$ cat config.mk
export PLATFORM = sky130hd
export DESIGN_NAME = pb_debounce_multi
export DESIGN_NICKNAME = d
export VERILOG_FILES = /design/src/rtl/pb_pkg.sv /design/src/rtl/pb_channel.sv /design/src/rtl/pb_debounce_multi.sv
export SDC_FILE = /design/constraint.sdc
export NUM_CORES = 1
export LEC_CHECK = 0
export BUFFER_PORTS_ARGS = -buffer_cell sky130_fd_sc_hd__buf_2
export CORE_UTILIZATION = 28
export DETAILED_ROUTE_END_ITERATION = 16
export HOLD_SLACK_MARGIN = 0.15
export PLACE_DENSITY = 0.48
export SLEW_MARGIN = 20
export SYNTH_ARGS = -nofsm -noshare
export SYNTH_HDL_FRONTEND = slang
export SYNTH_SLANG_ARGS = --single-unit
export TNS_END_PERCENT = 50
$ cat constraint.sdc
create_clock -name clkin_50 -period 2.75 [get_ports clkin_50]
set_input_delay 0 -clock clkin_50 [delete_from_list [all_inputs] [get_ports clkin_50]]
set_output_delay 0 -clock clkin_50 [all_outputs]
set_load 0.01 [all_outputs]
$ cat src/rtl/pb_pkg.sv
// Shared types, parameter defaults and counter-width helpers for the
// multi-channel push-button debouncer.
package pb_pkg;

  typedef enum logic [1:0] {
    HOLD_RELEASED = 2'd0,
    HOLD_HELD     = 2'd1,
    HOLD_LONG     = 2'd2
  } hold_state_t;

  localparam int DEF_NUM_BTN    = 4;
  localparam int DEF_TICK_DIV   = 50000;
  localparam int DEF_DEBOUNCE_T = 20;
  localparam int DEF_LONG_T     = 1000;
  localparam int DEF_REPEAT_T   = 200;
  localparam int DEF_EXCLUSIVE  = 1;

  // Width of a counter that runs 0..n-1, never narrower than one bit.
  function automatic int cnt_width(input int n);
    return (n < 2) ? 1 : $clog2(n);
  endfunction

  // A zero repeat period still needs a one-bit counter.
  function automatic int rep_width(input int repeat_t);
    return cnt_width((repeat_t > 1) ? repeat_t : 1);
  endfunction

endpackage

$ cat src/rtl/pb_channel.sv
// One button channel: synchroniser, tick debouncer, hold FSM with long-press
// and auto-repeat, and the registered event pulses gated by the valid flag.
module pb_channel
  import pb_pkg::*;
#(
  parameter int DEBOUNCE_T = DEF_DEBOUNCE_T,
  parameter int LONG_T     = DEF_LONG_T,
  parameter int REPEAT_T   = DEF_REPEAT_T
) (
  input  logic clkin_50,
  input  logic rst,
  input  logic tick,
  input  logic pb_n,
  input  logic grant,
  output logic accept,
  output logic valid,
  output logic lvl,
  output logic press_pulse,
  output logic release_pulse,
  output logic long_pulse,
  output logic repeat_pulse
);

  localparam int DB_W   = cnt_width(DEBOUNCE_T);
  localparam int HOLD_W = cnt_width(LONG_T);
  localparam int REP_W  = rep_width(REPEAT_T);

  localparam logic [DB_W-1:0]   DB_LAST   = DB_W'(DEBOUNCE_T - 1);
  localparam logic [HOLD_W-1:0] HOLD_LAST = HOLD_W'(LONG_T - 1);
  localparam logic [REP_W-1:0]  REP_LAST  = REP_W'((REPEAT_T > 0) ? REPEAT_T - 1 : 0);

  logic [1:0]        sync_q;
  logic              sync;
  logic [DB_W-1:0]   db_cnt;
  logic [HOLD_W-1:0] hold_cnt;
  logic [REP_W-1:0]  rep_cnt;
  logic              db_done, rise, fall, hold_last, rep_last;
  logic              press_d, release_d, long_d, repeat_d;
  hold_state_t       state, state_nxt;

  // NOTE: sequential state uses non-blocking assignments so every flop
  // samples the pre-edge values, independent of statement order.
  always_ff @(posedge clkin_50) begin
    if (rst) sync_q <= '0;
    else     sync_q <= {sync_q[0], ~pb_n};
  end

  assign sync    = sync_q[1];
  assign db_done = tick && (sync != lvl) && (db_cnt == DB_LAST);
  assign rise    = db_done && !lvl;
  assign fall    = db_done && lvl;
  assign accept  = rise;

  always_ff @(posedge clkin_50) begin
    if (rst) begin
      db_cnt <= '0;
      lvl    <= 1'b0;
    end else if (sync == lvl) begin
      db_cnt <= '0;
    end else if (tick) begin
      if (db_cnt == DB_LAST) begin
        lvl    <= ~lvl;
        db_cnt <= '0;
      end else begin
        db_cnt <= db_cnt + 1'b1;
      end
    end
  end

  assign hold_last = tick && (hold_cnt == HOLD_LAST);
  assign rep_last  = (REPEAT_T > 0) && tick && (rep_cnt == REP_LAST);

  always_ff @(posedge clkin_50) begin
    if (rst) state <= HOLD_RELEASED;
    else     state <= state_nxt;
  end

  always_comb begin
    // NOTE: default assignment first, so no path leaves state_nxt unassigned
    // and no latch is inferred.
    state_nxt = state;
    case (state)
      HOLD_RELEASED: if (rise) state_nxt = HOLD_HELD;
      HOLD_HELD: begin
        if (fall)           state_nxt = HOLD_RELEASED;
        else if (hold_last) state_nxt = HOLD_LONG;
      end
      HOLD_LONG:     if (fall) state_nxt = HOLD_RELEASED;
      default:       state_nxt = HOLD_RELEASED;
    endcase
  end

  // A release on the same tick as a long/repeat boundary wins over the pulse.
  always_comb begin
    press_d   = rise && grant;
    release_d = fall && valid;
    long_d    = (state == HOLD_HELD) && !fall && hold_last && valid;
    repeat_d  = (state == HOLD_LONG) && !fall && rep_last && valid;
  end

  always_ff @(posedge clkin_50) begin
    if (rst) begin
      hold_cnt <= '0;
      rep_cnt  <= '0;
    end else begin
      if (rise)                               hold_cnt <= '0;
      else if (state == HOLD_HELD && tick)    hold_cnt <= hold_cnt + 1'b1;

      if (state == HOLD_HELD && hold_last)    rep_cnt <= '0;
      else if (state == HOLD_LONG && tick)    rep_cnt <= rep_last ? '0 : rep_cnt + 1'b1;
    end
  end

  always_ff @(posedge clkin_50) begin
    if (rst) begin
      valid         <= 1'b0;
      press_pulse   <= 1'b0;
      release_pulse <= 1'b0;
      long_pulse    <= 1'b0;
      repeat_pulse  <= 1'b0;
    end else begin
      if (rise)      valid <= grant;
      else if (fall) valid <= 1'b0;
      press_pulse   <= press_d;
      release_pulse <= release_d;
      long_pulse    <= long_d;
      repeat_pulse  <= repeat_d;
    end
  end

endmodule

$ cat src/rtl/pb_debounce_multi.sv
// N-button front end: shared tick prescaler, per-channel debounce/hold logic
// and the priority arbiter that enforces single-button exclusivity.
module pb_debounce_multi
  import pb_pkg::*;
#(
  parameter int NUM_BTN    = DEF_NUM_BTN,
  parameter int TICK_DIV   = DEF_TICK_DIV,
  parameter int DEBOUNCE_T = DEF_DEBOUNCE_T,
  parameter int LONG_T     = DEF_LONG_T,
  parameter int REPEAT_T   = DEF_REPEAT_T,
  parameter int EXCLUSIVE  = DEF_EXCLUSIVE
) (
  input  logic               clkin_50,
  input  logic               rst,
  input  logic [NUM_BTN-1:0] pb_n,
  output logic [NUM_BTN-1:0] btn_lvl,
  output logic [NUM_BTN-1:0] btn_press,
  output logic [NUM_BTN-1:0] btn_release,
  output logic [NUM_BTN-1:0] btn_long,
  output logic [NUM_BTN-1:0] btn_repeat
);

  localparam int                TICK_W    = cnt_width(TICK_DIV);
  localparam logic [TICK_W-1:0] TICK_LAST = TICK_W'(TICK_DIV - 1);

  logic [TICK_W-1:0]  tick_cnt;
  logic               tick;
  logic [NUM_BTN-1:0] accept, valid, grant;

  assign tick = (tick_cnt == TICK_LAST);

  always_ff @(posedge clkin_50) begin
    if (rst) tick_cnt <= '0;
    else     tick_cnt <= tick ? '0 : tick_cnt + 1'b1;
  end

  // A press is granted only if no other channel owns the buttons and no
  // lower-index channel is being accepted in the same cycle.
  always_comb begin
    grant = '1;
    if (EXCLUSIVE != 0) begin
      for (int i = 0; i < NUM_BTN; i++) begin
        for (int j = 0; j < NUM_BTN; j++) begin
          if (j != i && valid[j]) grant[i] = 1'b0;
          if (j < i && accept[j]) grant[i] = 1'b0;
        end
      end
    end
  end

  for (genvar g = 0; g < NUM_BTN; g++) begin : g_ch
    pb_channel #(
      .DEBOUNCE_T(DEBOUNCE_T),
      .LONG_T    (LONG_T),
      .REPEAT_T  (REPEAT_T)
    ) u_ch (
      .clkin_50     (clkin_50),
      .rst          (rst),
      .tick         (tick),
      .pb_n         (pb_n[g]),
      .grant        (grant[g]),
      .accept       (accept[g]),
      .valid        (valid[g]),
      .lvl          (btn_lvl[g]),
      .press_pulse  (btn_press[g]),
      .release_pulse(btn_release[g]),
      .long_pulse   (btn_long[g]),
      .repeat_pulse (btn_repeat[g])
    );
  end

endmodule

==> impl_metrics.yaml <==
outcome:
  outcome: "complete, no violations"
power_and_ir_drop:
  power.density_cell_area_mw_per_mm2: 578.6
  ir_worst_vdd_mv: 0.3222
  leakagePower_nw: 2.478
  finalPower_mw: 4.782
route:
  finalWirelength_um: 16430
  antenna_left: 0
  wl_per_cell_um: 13.81
  firstDrtPassIters: 4
  drtIter0Drc: 327
  via_count: 6137
  post-route-drc-count: 0
  routed_via_density: 5.161
floorplan:
  initial_core_util: 0.2846
  die_width_um: 161.8
  die_area_mm2: 0.02617
  coreArea_mm2: 0.02511
  fp.dieH_um: 161.8
  fp-row-count: 58
  io_pins: 26
placement:
  place_inst: 1150
  port_buffers: 25
  pre_cts_ws_ns: 0.1360
  dp.final_hpwl_um: 10870
  placed_area_mm2: 0.007537
  place_congestion: 0.7272
sta:
  setup_tns_ns: 0
  rsz0062_at_grt: "no"
  finalHoldViolations: 0
  maxSlewViolCount: 0
  skew_ns: 0.009952
  setup_violations: 0
  fin_ws_ns: 0.09937
  fmax_mhz: 377.3
  finalCritPeriodShare: 0.9639
  relSlewSlack: 0.5489
  worstMarginPinSlew_ns: 0.6725
  whs_ns: 0.3581
  period_needed_ns: 2.651
clock_tree:
  cts_tree: "built"
  clock_latency_ns: 0.42
  cts_resized: 0
  post-cts-setup-buffer-count: 0
  clockBufferDepth: 2
  numCtsBuffers: 17
  htree_levels: 4
  clock-sinks: 148
  clockRootBuffer: "clkbuf_16"
  clk_pin_slew_worst_paths_ns: 0.06
grt:
  top_usage_layer: "met2"
  grt_overflow: 0
  grt_pass1_vias: 5574
  use_met2: 0.2058
  gr-usage-met3: 0.03294
  antenna_found_initial: 0
  grt_pass1_wl_um: 27820
  grt_usage: 0.1302
  grt_max_degree: 104
  gr-usage-met1: 0.1741
setup_path:
  worst-r2r-setup-slack_ns: 0.1
  critPathLaunchType: "flop"
  cp_slowest_cell: "or4_4"
  rr_worst_depth: 5
  crit_required_ns: 3.09
  r2r-end: "g_ch[1].u_ch.rep_cnt[6]$_SDFFE_PP0P_"
  critPathKind: "flop to flop"
  cp_max_fo: 103
  arrival_ns: 2.99
  crit_path_frequent_cell: "or4_4"
  critPathMaxStageDelay_ns: 0.59
  timing.rr.start: "tick_cnt[7]$_SDFF_PP0_"
  crit_chain: "or4_4 -> or4_4 -> buf_12 -> or4_1 -> a211oi_1"
  endpoint_kind: "flop"
synth:
  synth.avg_cell_area_um2: 8.580
  yosys_register_bits: 148
  synthArstFlopShare: 0
  ys.warnings.count: 0
  synth_edf_count: 0
  syn_nets: 852
  syn_area_mm2: 0.007147
  ys_types: 56
  synth_cells: 833
  synth_seq_area_share: 0.4146
  synth_ff_type: "dfxtp_1"
cells_and_area:
  area_growth_pct: 15.63
  diodes: 0
  ff_latch_area_mm2: 0.002963
  final_cell_mix: "dfxtp_1 (148), a21oi_1 (75), o21ai_0 (61)"
  nFillCells: 2697
  multi_input_area_mm2: 0.003812
  drive_gt1_frac: 0.1036
  final_util: 0.3291
  final_cells: 1189
  fin_area_mm2: 0.008264
  layout_commonest_cell: "dfxtp_1"
  fin_nets: 867
job:
  drv_cap: 0
hold_path:
  hp-class: "input pin to flop"
  hold_depth: 3
  min_from: "rst"
  holdPathEnd: "g_ch[3].u_ch.state[1]$_SDFFE_PP0P_"
-- synth_stat cells (24+ instances only) --
| cell | instances | area share |
|---|---|---|
| nand4_1 | 25 | 0.022 |
| nor2_1 | 38 | 0.020 |
| o31ai_1 | 34 | 0.036 |
| dfxtp_1 | 148 | 0.41 |
| a21oi_1 | 75 | 0.053 |
| nand3_1 | 53 | 0.037 |
| o21ai_0 | 61 | 0.043 |
| clkbuf_1 | 24 | 0.013 |
| or3_1 | 47 | 0.041 |
| or4_1 | 35 | 0.037 |
| nand2_1 | 49 | 0.026 |
-- routing by layer --
metal	vias up	share of wire
li1	3175	-
met1	2872	0.51
met2	71	0.45
met3	19	0.030
met4	0	0.011
met5	-	0
-- power breakdown --
| group | switching [mW] | internal [mW] |
|---|---|---|
| sequential | 0.00869 | 2.15 |
| clock | 0.895 | 1.64 |
| combinational | 0.0493 | 0.0319 |
| total | 0.953 | 3.83 |
-- how the worst max path moves through the flow --
| stage | from | slack, ns | cells after the start | to |
|---|---|---|---|---|
| floorplan | tick_cnt[7]$_SDFF_PP0_ | 0.31 | 8 | g_ch[2].u_ch.valid$_SDFFE_PP0P_ |
| global placement | tick_cnt[7]$_SDFF_PP0_ | 0.16 | 5 | g_ch[0].u_ch.rep_cnt[3]$_SDFFE_PP0P_ |
| detailed placement | tick_cnt[7]$_SDFF_PP0_ | 0.14 | 5 | g_ch[1].u_ch.rep_cnt[6]$_SDFFE_PP0P_ |
| CTS | tick_cnt[7]$_SDFF_PP0_ | 0.14 | 5 | g_ch[1].u_ch.rep_cnt[6]$_SDFFE_PP0P_ |
| global route | tick_cnt[7]$_SDFF_PP0_ | 0.03 | 5 | g_ch[3].u_ch.rep_cnt[6]$_SDFFE_PP0P_ |
| finish | tick_cnt[7]$_SDFF_PP0_ | 0.1 | 5 | g_ch[1].u_ch.rep_cnt[6]$_SDFFE_PP0P_ |
-- sequential cells by signal (all words and copies together) (netlist names) --
signal / flops
g_ch.u_ch.hold_cnt: 40
g_ch.u_ch.rep_cnt: 32
g_ch.u_ch.db_cnt: 20
tick_cnt: 16
g_ch.u_ch.state: 8
g_ch.u_ch.sync_q: 8
g_ch.u_ch.long_pulse: 4
g_ch.u_ch.lvl: 4
g_ch.u_ch.press_pulse: 4
g_ch.u_ch.release_pulse: 4
g_ch.u_ch.repeat_pulse: 4
g_ch.u_ch.valid: 4
-- area by class of cell --
cell class / count / area share
repair buffers: 54 / 0.04724
well taps: 330 / 0.04996
clock inverters: 10 / 0.02180
multi-input cells: 614 / 0.4613
flip-flops and latches: 148 / 0.3585
inverters: 13 / 0.005905
clock buffers: 20 / 0.05526
-- worst max-delay path: cells and delay by family (launching register included) --
kind / cells / cell delay, ns
flip-flops: 1 / 0.34
AND/OR/NAND/NOR: 3 / 1.71
AO/OA/AOI/OAI: 1 / 0.22
buffers and inverters: 1 / 0.22
-- cells by family (layout without fill, tap and decap cells) --
kind of cell / count (synthesis) / count (layout) / share of synthesized area
compound gates: 220 / 220 / 0.1877
xor+xnor: 22 / 22 / 0.02696
mux: 1 / 1 / 0.001401
buf+inv: 71 / 97 / 0.05322
simple gates: 358 / 358 / 0.2934
flops: 148 / 148 / 0.4146
fa+ha+maj: 13 / 13 / 0.02276
-- timing repair --
action	in CTS	in global routing
endpoints found under the hold margin	14	0
hold buffers	9	0
setup endpoints to repair	0	0
Power figures use the tool's default switching activity.
